**src/rtl/fp_as_issue_ctrl.sv**
```systemverilog
// fp_as_issue_ctrl: buffers add/sub requests, issues one per cycle to fp_add_sub, collects results.
// Latency: with empty queues, a request accepted at edge A shows on out_result after edge A+1+LATENCY.
// Backpressure: in_ready drops when the request FIFO is full. Issue stalls while in-flight plus
//   buffered results equal RQ_DEPTH, so a result from the non-stallable adder always has a slot.
// Option: define FP_AS_EXC_FLAGS_EN to compute {nan, inf, zero} at capture and store it with the result.
module fp_as_issue_ctrl #(
  parameter int IQ_DEPTH = 4,
  parameter int RQ_DEPTH = 4,
  parameter int LATENCY  = 1,
  parameter int TAG_W    = 4
) (
  input  logic             clk,
  input  logic             rst,
  input  logic             in_valid,
  output logic             in_ready,
  input  logic             in_signal,
  input  logic [31:0]      in_a,
  input  logic [31:0]      in_b,
  input  logic [TAG_W-1:0] in_tag,
  output logic             fpu_signal,
  output logic [31:0]      fpu_a,
  output logic [31:0]      fpu_b,
  input  logic [31:0]      fpu_out,
  output logic             out_valid,
  input  logic             out_ready,
  output logic [31:0]      out_result,
  output logic [TAG_W-1:0] out_tag,
  output logic [2:0]       out_flags,
  output logic             busy
);
  localparam int IQ_AW = $clog2(IQ_DEPTH);
  localparam int RQ_AW = $clog2(RQ_DEPTH);
  localparam logic [IQ_AW:0] IQ_MAX = (IQ_AW+1)'(IQ_DEPTH);
  localparam logic [RQ_AW:0] RQ_MAX = (RQ_AW+1)'(RQ_DEPTH);

  typedef struct packed {
    logic             signal;
    logic [31:0]      a;
    logic [31:0]      b;
    logic [TAG_W-1:0] tag;
  } req_t;

`ifdef FP_AS_EXC_FLAGS_EN
  typedef struct packed {
    logic [31:0]      result;
    logic [TAG_W-1:0] tag;
    logic [2:0]       flags;
  } res_t;
`else
  typedef struct packed {
    logic [31:0]      result;
    logic [TAG_W-1:0] tag;
  } res_t;
`endif

  // ---------------- request FIFO ----------------
  req_t             iq_mem [IQ_DEPTH];
  logic [IQ_AW-1:0] iq_wr_ptr, iq_rd_ptr;
  logic [IQ_AW:0]   iq_count;
  logic             iq_empty, iq_full, iq_push, iq_pop, rst_done;
  req_t             in_req, iq_head;

  assign in_req   = {in_signal, in_a, in_b, in_tag};
  assign iq_head  = iq_mem[iq_rd_ptr];
  assign iq_empty = (iq_count == '0);
  assign iq_full  = (iq_count == IQ_MAX);
  // rst_done keeps in_ready low until the first edge after reset release.
  assign in_ready = rst_done & ~iq_full;
  assign iq_push  = in_valid & in_ready;

  // Request FIFO storage, pointers and occupancy.
  always_ff @(posedge clk or negedge rst) begin
    if (!rst) begin
      iq_wr_ptr <= '0;
      iq_rd_ptr <= '0;
      iq_count  <= '0;
      rst_done  <= 1'b0;
      for (int i = 0; i < IQ_DEPTH; i++) iq_mem[i] <= '0;
    end else begin
      rst_done <= 1'b1;
      if (iq_push) begin
        iq_mem[iq_wr_ptr] <= in_req;
        iq_wr_ptr         <= iq_wr_ptr + IQ_AW'(1);
      end
      if (iq_pop) iq_rd_ptr <= iq_rd_ptr + IQ_AW'(1);
      iq_count <= iq_count + (IQ_AW+1)'(iq_push) - (IQ_AW+1)'(iq_pop);
    end
  end

  // ---------------- credit-gated issue and latency pipe ----------------
  logic [RQ_AW:0]     inflight_count, rq_count, credits_used;
  logic [LATENCY-1:0] pipe_vld;
  logic [TAG_W-1:0]   pipe_tag [LATENCY];
  logic               capture;

  // Registered counts only: a result popped this cycle frees its credit next cycle.
  assign credits_used = inflight_count + rq_count;
  assign iq_pop       = ~iq_empty & (credits_used < RQ_MAX);
  assign capture      = pipe_vld[LATENCY-1];

  // Issue registers toward fp_add_sub plus the valid/tag shadow of its pipeline.
  always_ff @(posedge clk or negedge rst) begin
    if (!rst) begin
      fpu_a          <= '0;
      fpu_b          <= '0;
      fpu_signal     <= 1'b1;
      pipe_vld       <= '0;
      inflight_count <= '0;
      for (int i = 0; i < LATENCY; i++) pipe_tag[i] <= '0;
    end else begin
      if (iq_pop) begin
        fpu_a      <= iq_head.a;
        fpu_b      <= iq_head.b;
        fpu_signal <= iq_head.signal;
      end
      pipe_vld[0] <= iq_pop;
      pipe_tag[0] <= iq_pop ? iq_head.tag : '0;
      for (int i = 1; i < LATENCY; i++) begin
        pipe_vld[i] <= pipe_vld[i-1];
        pipe_tag[i] <= pipe_tag[i-1];
      end
      inflight_count <= inflight_count + (RQ_AW+1)'(iq_pop) - (RQ_AW+1)'(capture);
    end
  end

  // ---------------- result FIFO ----------------
  res_t             rq_mem [RQ_DEPTH];
  logic [RQ_AW-1:0] rq_wr_ptr, rq_rd_ptr;
  logic             rq_empty, rq_full, rq_pop;
  res_t             cap_res, rq_head;

`ifdef FP_AS_EXC_FLAGS_EN
  logic [7:0]  cap_exp;
  logic [22:0] cap_man;
  logic [2:0]  cap_flags;
  assign cap_exp   = fpu_out[30:23];
  assign cap_man   = fpu_out[22:0];
  assign cap_flags = {(cap_exp == 8'hFF) && (cap_man != '0),
                      (cap_exp == 8'hFF) && (cap_man == '0),
                      (cap_exp == 8'h00) && (cap_man == '0)};
  assign cap_res   = {fpu_out, pipe_tag[LATENCY-1], cap_flags};
  assign out_flags = rq_head.flags;
`else
  assign cap_res   = {fpu_out, pipe_tag[LATENCY-1]};
  assign out_flags = 3'b000;
`endif

  assign rq_head    = rq_mem[rq_rd_ptr];
  assign rq_empty   = (rq_count == '0);
  assign rq_full    = (rq_count == RQ_MAX);
  assign out_valid  = ~rq_empty;
  assign out_result = rq_head.result;
  assign out_tag    = rq_head.tag;
  assign rq_pop     = out_valid & out_ready;
  assign busy       = ~iq_empty | (inflight_count != '0) | ~rq_empty;

  // Result FIFO storage, pointers and occupancy.
  always_ff @(posedge clk or negedge rst) begin
    if (!rst) begin
      rq_wr_ptr <= '0;
      rq_rd_ptr <= '0;
      rq_count  <= '0;
      for (int i = 0; i < RQ_DEPTH; i++) rq_mem[i] <= '0;
    end else begin
      if (capture) begin
        rq_mem[rq_wr_ptr] <= cap_res;
        rq_wr_ptr         <= rq_wr_ptr + RQ_AW'(1);
      end
      if (rq_pop) rq_rd_ptr <= rq_rd_ptr + RQ_AW'(1);
      rq_count <= rq_count + (RQ_AW+1)'(capture) - (RQ_AW+1)'(rq_pop);
    end
  end

  // The credit reservation at issue guarantees a free slot whenever a result arrives.
  assert property (@(posedge clk) disable iff (!rst) capture |-> !rq_full);

endmodule
```
**config.mk**
```make
export PLATFORM = sky130hd
export DESIGN_NAME = fp_as_issue_ctrl
export DESIGN_NICKNAME = d
export VERILOG_FILES = /design/src/rtl/fp_as_issue_ctrl.sv
export SDC_FILE = /design/constraint.sdc
export NUM_CORES = 1
export LEC_CHECK = 0
export ABC_AREA = 1
export BUFFER_PORTS_ARGS = -buffer_cell sky130_fd_sc_hd__buf_2
export CAP_MARGIN = 5
export CORE_MARGIN = 1
export CORE_UTILIZATION = 35
export DETAILED_ROUTE_END_ITERATION = 10
export PLACE_DENSITY_LB_ADDON = 0.25
export SYNTH_ARGS = -nofsm -noshare
export SYNTH_HDL_FRONTEND = slang
export SYNTH_SLANG_ARGS = --single-unit
```
**constraint.sdc**
```tcl
create_clock -name clk -period 6.78 [get_ports clk]
set_input_delay 0.678 -clock clk [delete_from_list [all_inputs] [get_ports clk]]
set_output_delay 0.678 -clock clk [all_outputs]
set_load 0.01 [all_outputs]
```
# ---- Word-level counts from Yosys, hierarchy flattened
# Index checks and enable logic that the tools add are counted.
dict set report totals {
  in_bits 105
  romBits 0
  register_bits 508
  elab_cells 87
  mem_bits_rw 0
  out_inout_bits 107
  memories 0
  latch_bits 0
}
dict set report classes {
  div 0
  n_mux 13
  magnitude_cmp 7
  n_mul 0
  shift 0
  add_sub_neg 11
  n_eq_ne 1
  bitwise_logic 13
  reduce_logical 5
}
# operator n
set ops {}
lappend ops {{276-bit bitwise mux} 1}
lappend ops {{69-bit 2-to-1 mux} 3}
lappend ops {{144-bit bitwise mux} 1}
lappend ops {{69-bit binary-select mux with 2-bit select} 1}
lappend ops {{69-bit demux with 2-bit select} 1}
lappend ops {{36-bit 2-to-1 mux} 3}
lappend ops {{36-bit binary-select mux with 2-bit select} 1}
lappend ops {{36-bit demux with 2-bit select} 1}
lappend ops {{3-bit >= comparator (second input constant)} 4}
lappend ops {{2-bit NOT with 3-bit output} 4}
lappend ops {{3-bit by 1-bit adder with 3-bit output} 3}
lappend ops {{3-bit by 1-bit subtractor with 3-bit output} 3}
lappend ops {{2-bit by 1-bit adder with 2-bit output (second input constant)} 4}
lappend ops {{3-bit zero test} 2}
lappend ops {{3-bit by 1-bit < comparator with 1-bit output (second input constant)} 2}
lappend ops {{1-bit bitwise AND} 4}
lappend ops {{4-bit 2-to-1 mux} 1}
lappend ops {{3-bit adder} 1}
lappend ops {{3-bit == test (second input constant)} 1}
lappend ops {{3-bit < comparator (second input constant)} 1}
lappend ops {{1-bit NOT} 3}
lappend ops {{3-bit nonzero test} 1}
lappend ops {{1-bit logical AND} 2}
lappend ops {{1-bit OR} 2}

# ---- Longest topological paths before layout
# Gate-level depths: netlist of the first run.
dict set report depth {
  ltp_word 6
  depth_mapped 13
  ltp_nobuf 12
}

# ---- Least setup slack after synthesis of the first run
# No wires, ideal clock.
dict set report synth_path {
  path_type {register to register}
  from {reg inflight_count[1]}
  to {reg iq_count[2]}
  synth_period_minus_slack_ns 2.433
  t_arrival_ns 2.311
  n_path_buf 1
  path_stages_with_launch 14
  path_slack_ns 4.347
  required_ns 6.657
  cell_sequence {dfrtp_1 -> ha_1 -> nand3_1 -> nand2_1 -> nand2_1 -> nand3_1 -> buf_2 -> inv_1 -> ha_1 -> inv_1 -> ha_1 -> inv_1 -> fa_1 -> xnor2_1}
}
dict set report synth_between {
  elab_chain_len 4
}
# element line
set synth_lines {}
lappend synth_lines {{start, declared} 91} ;# logic [RQ_AW:0] inflight_count, rq_count, credits_used;
lappend synth_lines {{start signal, assigned} 122} ;# inflight_count <= inflight_count + (RQ_AW+1)'(iq_pop) - (RQ_AW+1)'(capture);
lappend synth_lines {{3-bit adder} 97} ;# assign credits_used = inflight_count + rq_count;
lappend synth_lines {{3-bit < comparator} 98} ;# assign iq_pop = ~iq_empty & (credits_used < RQ_MAX);
lappend synth_lines {{1-bit bitwise AND} 98}
lappend synth_lines {{named net iq_pop} 60} ;# logic iq_empty, iq_full, iq_push, iq_pop, rst_done;
lappend synth_lines {{3-bit by 1-bit subtractor with 3-bit output} 86} ;# iq_count <= iq_count + (IQ_AW+1)'(iq_push) - (IQ_AW+1)'(iq_pop);
lappend synth_lines {{end signal, assigned} 86}
lappend synth_lines {{end, declared} 59} ;# logic [IQ_AW:0] iq_count;
# The timed path passes the listed nets, and every way through them passes these cells.
# A chain may end at the register's enable or synchronous reset.

# ---- Worst setup path in the final report of the first run
dict set report layout_path {
  from {reg iq_count[1]}
  to {out in_ready}
}
dict set report layout_between {
  elab_chain_len 3
}
# element line
set layout_lines {}
lappend layout_lines {{3-bit == test} 66} ;# assign iq_full = (iq_count == IQ_MAX);
lappend layout_lines {{1-bit NOT} 68} ;# assign in_ready = rst_done & ~iq_full;
lappend layout_lines {{1-bit bitwise AND} 68}
lappend layout_lines {{end, declared} 15} ;# output logic in_ready,
# No other way between the ends.

==> impl_metrics.py, run 1 <==
metrics = {
    "run": {
        "maxCapViolations": 0,
    },
    "yosys": {
        "syn_avg_cell_area_um2": 7.973,
        "synth_cell_types": 25,
        "synth_top_area_cell": "dfrtp_1",
        "synthCells": 2992,
        "yosysTopAreaCellShare_pct": 53.19,
        "seq_area_frac_synth_pct": 53.30,
        "ys_top_cells_by_area": "dfrtp_1 (53%), nand2_1 (20%), nand4_1 (7.3%)",
        "syn_area_mm2": 0.02385,
        "synth_seq_cells": 508,
        "yosysWarnings": 0,
    },
    "grt": {
        "grt-ovfl-total": 0,
        "grt_max_degree": 212,
        "antenna_found_initial": 12,
        "grt_pass1_wl_um": 113500,
        "grt_pass1_vias": 19580,
        "track_usage_pct": 20.42,
    },
    "floorplan": {
        "ios": 212,
        "fp.coreArea_mm2": 0.06728,
        "row_count": 95,
        "fp.dieW_um": 263.1,
        "dieArea_mm2": 0.06920,
        "die_h_um": 263.1,
        "initial_core_util_pct": 35.46,
    },
    "power": {
        "swShare_pct": 42.41,
        "p_seq_share_pct": 36.3,
        "clkPwrFrac_pct": 21.8,
        "p_leak_nw": 14.36,
        "total_power_w": 0.01446,
        "p_comb_share_pct": 41.8,
        "vdd_drop_max_uv": 378.1,
        "power_density_mw_per_mm2": 529.7,
        "internal_power_w": 0.008324,
        "power.switching_w": 0.006131,
    },
    "sta": {
        "post-route-period-util_pct": 46.13,
        "slew_viol_final": 0,
        "fmax_mhz": 319.7,
        "fin_tns_setup_ns": 0,
        "hold_viol_final": 0,
        "fin_ws_ns": 3.652,
        "relSlewSlack_pct": 22.37,
        "whs_ns": 0.06812,
        "tightest_slew_ns": 1.164,
        "fin_crit_ns": 3.128,
        "setup_viol": 0,
        "worst_clock_skew_ns": 0.02810,
        "rsz0062_at_grt": "no",
    },
    "routing": {
        "viasPerCell": 5.073,
        "num_vias": 20170,
        "drt-initial-drc-count": 1529,
        "dr.pass1.iters": 5,
        "drc": 0,
        "wl_per_cell_um": 17.84,
        "antenna_left": 0,
        "wirelength_um": 70950,
    },
    "placed_design": {
        "gp_congestion": 0.7530,
        "port_buffers": 208,
        "place_hpwl_um": 37240,
        "pre_cts_ws_ns": 3.675,
    },
    "setup_path": {
        "cp-end-kind": "output pin",
        "cp-start-kind": "register",
        "worstPathRequired_ns": 6.10,
        "critical_path_class": "register to output pin",
        "crit_fanout": 211,
        "cp.arrival_ns": 2.45,
    },
    "clock_tree": {
        "htree_num_levels": 2,
        "post_cts_buffers": 0,
        "cts_buffers": 57,
        "cts_root_buf": "clkbuf_16",
        "clock_sinks": 508,
        "clk_latency_ns": 0.62,
        "cts_tree": "done",
        "ctsResizeCount": 0,
        "cts_hold_buffers": 0,
        "clkTransAtPathRegs_ns": 0.06,
        "ctsLongestPathBuffers": 3,
    },
    "layout": {
        "final_cell_mix": "nand2_1 (1,235), dfrtp_1 (504), nand4_1 (277)",
        "area_growth_pct": 14.41,
        "layout.nets": 3174,
        "layout_commonest_cell": "nand2_1",
        "drive_above_1_share_pct": 13.56,
    },
    "worst_hold_path": {
        "hp-class": "primary input to asynchronous set/reset pin",
    },
    "status": {
        "status": "finished clean",
    },
}
==> stage by stage <==
| stage | area [µm²] | std cells | util, % |
|---|---|---|---|
| final | 27290 | 3976 | 40.57 |
| after global routing | 27290 | 3975 | 40.56 |
| after CTS | 27280 | 3970 | 40.54 |
| after detailed placement | 25360 | 3865 | 37.70 |
| after global placement | 25360 | 3865 | 37.70 |
| after floorplan | 23860 | 2994 | - |
==> state kept, by name, indices dropped and copies added, names as in the netlist <==
| name | flops |
|---|---|
| rq_rd_ptr | 2 |
| capture | 1 |
| iq_rd_ptr | 2 |
| rst_done | 1 |
| iq_count | 3 |
| inflight_count | 3 |
| rq_wr_ptr | 2 |
| fpu_b | 32 |
| fpu_signal | 1 |
| rq_count | 3 |
| pipe_tag | 4 |
| rq_mem | 144 |
| iq_mem | 276 |
| iq_wr_ptr | 2 |
| fpu_a | 32 |
==> metal layers <==
layer	up-vias	track usage (%)	wire length, µm	part of all wire [%]
met5	-	0	71	0.10
met4	12	5.453	1219	1.7
met3	91	2.881	3137	4.4
met2	459	33.55	33710	48
met1	9755	28.16	32820	46
li1	9852	-	-	-
==> kinds of logic (layout without fill, tap and decap cells) <==
| logic type | count (synthesis) | in the layout | share of synthesized area, % |
|---|---|---|---|
| and+or+nand+nor | 1818 | 1818 | 32.99 |
| DFF | 508 | 508 | 53.30 |
| buffers and inverters | 370 | 473 | 6.483 |
| AOI/OAI and AO/OA | 266 | 266 | 5.796 |
| adders and majority gates | 18 | 18 | 1.039 |
| xor gates and xnor gates | 10 | 10 | 0.3671 |
| other | 2 | 10 | 0.03148 |
==> power by group through the flow <==
| stage | Sequential, W | Clock [W] | Combinational, W |
|---|---|---|---|
| after floorplan | 0.00513 | 0 | 0.00423 |
| after global placement | 0.00527 | 0 | 0.00603 |
| after detailed placement | 0.00529 | 0 | 0.00612 |
| after CTS | 0.00525 | 0.00324 | 0.00615 |
| after global routing | 0.00542 | 0.00335 | 0.00690 |
| final | 0.00525 | 0.00316 | 0.00605 |
==> worst max-delay path: stages (launching register included) <==
cell	delay, ns
dfrtp_1	0.41
nor2_1	0.13
a21boi_4	0.18
buf_12	0.64
buf_2	0.28
==> layout make-up <==
class	instances	area (µm²)
clock buffer	85	1683
fill	6979	39980
inverter	127	476.7
timing repair buffer	241	1345
multi-input combinational	2116	9729
tap	873	1092
sequential	508	12720
clock inverter	20	231.5
antenna	6	15.01
==> final timing paths <==
check                                       startpoint  slack (ns)  cells after the start                  endpoint
min reg2reg                    iq_mem[221]$_DFFE_PN0P_        0.46                      2   iq_mem[221]$_DFFE_PN0P_
max                              iq_count[1]$_DFF_PN0_        3.65                      4                  in_ready
min in group clk                              in_b[28]        0.35                      3   iq_mem[170]$_DFFE_PN0P_
max in group asynchronous                          rst        5.13                      2  iq_rd_ptr[0]$_DFFE_PN0P_
max reg2reg                inflight_count[1]$_DFF_PN0_        3.70                     13     iq_count[1]$_DFF_PN0_
min                                                rst        0.07                      1    rq_mem[49]$_DFFE_PN0P_
==> cell usage after synthesis <==
master       n
or2_2       65
dfrtp_1    507
nand4_1    277
xor2_1       6
nand2_1   1241
nand3_4      1
a21boi_2     1
inv_2        1
inv_1      125
buf_2       75
conb_1       2
nand3_1    140
buf_1       34
ha_1        15
o21ai_0    225
dfstp_2      1
buf_4       15
xnor2_1      4
o22ai_1     36
clkbuf_1   118
clkinv_1     1
buf_6        1
nor2_1      94
fa_1         3
a21oi_1      4
(Power assumes the default switching activity.)
==> run 2: changes to the inputs <==
==> constraint.sdc (replaced) <==
create_clock -name clk -period 2.9 [get_ports clk]
set_input_delay 0.29 -clock clk [delete_from_list [all_inputs] [get_ports clk]]
set_output_delay 0.29 -clock clk [all_outputs]
set_load 0.01 [all_outputs]
==> run 2 against run 1 <==
Net effect: non-clock buffer count is 131 higher; sequential power grew 130%; global-route usage rose by 0.36 points; first-iteration DRC count increased by 3.8%; clock power up 130%; cell count up 3.1%; worst hold slack worse by 0.028 ns.
==> impl_metrics.py, run 2 (synthesis gave the netlist of run 1 again) <==
metrics = {
    "setup_path": {
        "crit_chain": "nor2_1 > a21boi_4 > buf_12 > buf_2",
        "cp-start-kind": "register",
        "cp-end-kind": "output pin",
        "critical_path_class": "register to output pin",
        "path_delay_family": "buffers and inverters",
        "crit_fanout": 213,
        "critical_path_depth": 4,
        "worstPathRequired_ns": 2.61,
        "crit_slowest_cell": "buf_12",
        "reg2reg_depth": 6,
        "cp.arrival_ns": 2.42,
        "cp.buffers_inverters": 2,
        "cpPeakStageDelay_ns": 0.70,
    },
    "routing": {
        "wl_per_cell_um": 17.60,
        "antenna_left": 0,
        "dr.pass1.iters": 5,
        "num_vias": 20710,
        "drc": 0,
        "wirelength_um": 72140,
        "viasPerCell": 5.052,
        "drt-initial-drc-count": 1587,
    },
    "clock_tree": {
        "cts_root_buf": "clkbuf_16",
        "cts_buffers": 57,
        "clock_sinks": 508,
        "clk_latency_ns": 0.63,
        "clkTransAtPathRegs_ns": 0.06,
        "post_cts_buffers": 0,
        "cts_tree": "done",
        "htree_num_levels": 2,
        "ctsResizeCount": 0,
        "ctsLongestPathBuffers": 3,
    },
    "floorplan": {
        "fp.coreArea_mm2": 0.06728,
        "dieArea_mm2": 0.06920,
        "row_count": 95,
        "die_h_um": 263.1,
        "initial_core_util_pct": 35.46,
        "fp.dieW_um": 263.1,
        "ios": 212,
    },
    "layout": {
        "final_cell_mix": "nand2_1 (1,235), dfrtp_1 (504), nand4_1 (277)",
        "layout_commonest_cell": "nand2_1",
        "drive_above_1_share_pct": 13.87,
        "largest_register_ffs": 276,
        "regMostFlops": "iq_mem",
        "area_growth_pct": 20.47,
        "layout.nets": 3305,
        "seq_area_mm2": 0.01272,
        "top_regs": "iq_mem: 276 flops, rq_mem: 144 flops",
        "fin_util_pct": 42.72,
        "fill_cells": 6847,
        "multiInputGateArea_mm2": 0.009729,
    },
    "sta": {
        "fin_crit_ns": 2.708,
        "hold_viol_final": 0,
        "setup_viol": 0,
        "relSlewSlack_pct": 31.22,
        "post-route-period-util_pct": 93.40,
        "fmax_mhz": 369.2,
        "slew_viol_final": 0,
        "rsz0062_at_grt": "no",
        "fin_tns_setup_ns": 0,
        "tightest_slew_ns": 1.032,
        "worst_clock_skew_ns": 0.02908,
    },
    "status": {
        "status": "finished clean",
    },
    "grt": {
        "grt_pass1_wl_um": 116100,
        "grt_pass1_vias": 20420,
        "grt-ovfl-total": 0,
        "antenna_found_initial": 4,
        "track_usage_pct": 20.78,
        "grt_max_degree": 214,
    },
    "power": {
        "vdd_drop_max_uv": 859.9,
        "p_comb_share_pct": 42.8,
        "clkPwrFrac_pct": 21.1,
        "p_seq_share_pct": 36.1,
        "swShare_pct": 42.32,
        "power.switching_w": 0.01447,
        "power_density_mw_per_mm2": 1190,
        "internal_power_w": 0.01972,
        "p_leak_nw": 15.00,
    },
    "worst_hold_path": {
        "hp-class": "primary input to register",
        "holdPathStages": 3,
    },
    "placed_design": {
        "port_buffers": 208,
        "gp_congestion": 0.7492,
        "place_hpwl_um": 39340,
    },
    "run": {
        "maxCapViolations": 0,
    },
}
[run 2: per-layer routing]
layer  up-vias  track usage (%)  part of all wire [%]
met5         -                0                 0.037
met4         4            5.532                   2.2
met3       116            2.890                   4.2
met2       463            34.53                    48
met1     10010            28.36                    46
li1      10110                -                     -
[run 2: power by group through the flow]
stage | Clock, W | Combinational, W | Sequential [W]
6_report | 0.00722 | 0.0146 | 0.0123
5_1_grt | 0.00767 | 0.0166 | 0.0128
4_1_cts | 0.00740 | 0.0148 | 0.0123
3_5_place_dp | 0 | 0.0146 | 0.0124
3_3_place_gp | 0 | 0.0144 | 0.0123
2_1_floorplan | 0 | 0.00990 | 0.0120
[run 2: path summary, 6_finish.rpt]
kind	startpoint	slack (ns)	end
min in group asynchronous	rst	0.32	rq_mem[20]$_DFFE_PN0P_
hold / removal	fpu_out[17]	0.04	rq_mem[93]$_DFFE_PN0P_
setup reg to reg	iq_count[1]$_DFF_PN0_	0.55	iq_mem[248]$_DFFE_PN0P_
max in group asynchronous	rst	1.73	iq_mem[267]$_DFFE_PN0P_
hold reg to reg	iq_mem[217]$_DFFE_PN0P_	0.46	iq_mem[217]$_DFFE_PN0P_
setup / recovery	iq_count[1]$_DFF_PN0_	0.19	in_ready
[run 2: what timing repair did]
action                                  in CTS  in global routing
endpoints found under the setup margin       0                  0
hold buffers                               102                  0
endpoints found under the hold margin      452                  0
[run 2: cell type report]
type / instances / area share [%]
multi-input cells: 2116 / 33.86
clock buffers: 85 / 5.921
diodes: 2 / 0.01742
well taps: 873 / 3.801
inverters: 127 / 1.659
repair buffers: 372 / 9.905
flip-flops and latches: 508 / 44.26
clock inverters: 15 / 0.5791
[run 2: worst register-to-register path: stages (launching register included)]
cell      delay (ns)
dfrtp_1         0.41
nor2_1          0.13
a21boi_4        0.19
buf_12          0.70
buf_4           0.61
nand4_1         0.15
nand2_1         0.12
[run 2: per-stage QoR]
step	setup WS (ns)	hold slack (ns)	cells	power, W	cell area (µm²)
global route	0.06992	0.04057	4098	0.03705	28740
detailed placement	0.5620	0.4043	3894	0.02705	25840
finish	0.1915	0.03970	4098	0.03418	28740
CTS	0.1927	0.001652	4096	0.03452	28730
floorplan	0.4665	-0.005591	2994	0.02189	23860
global placement	0.6058	0.3987	3894	0.02676	25840
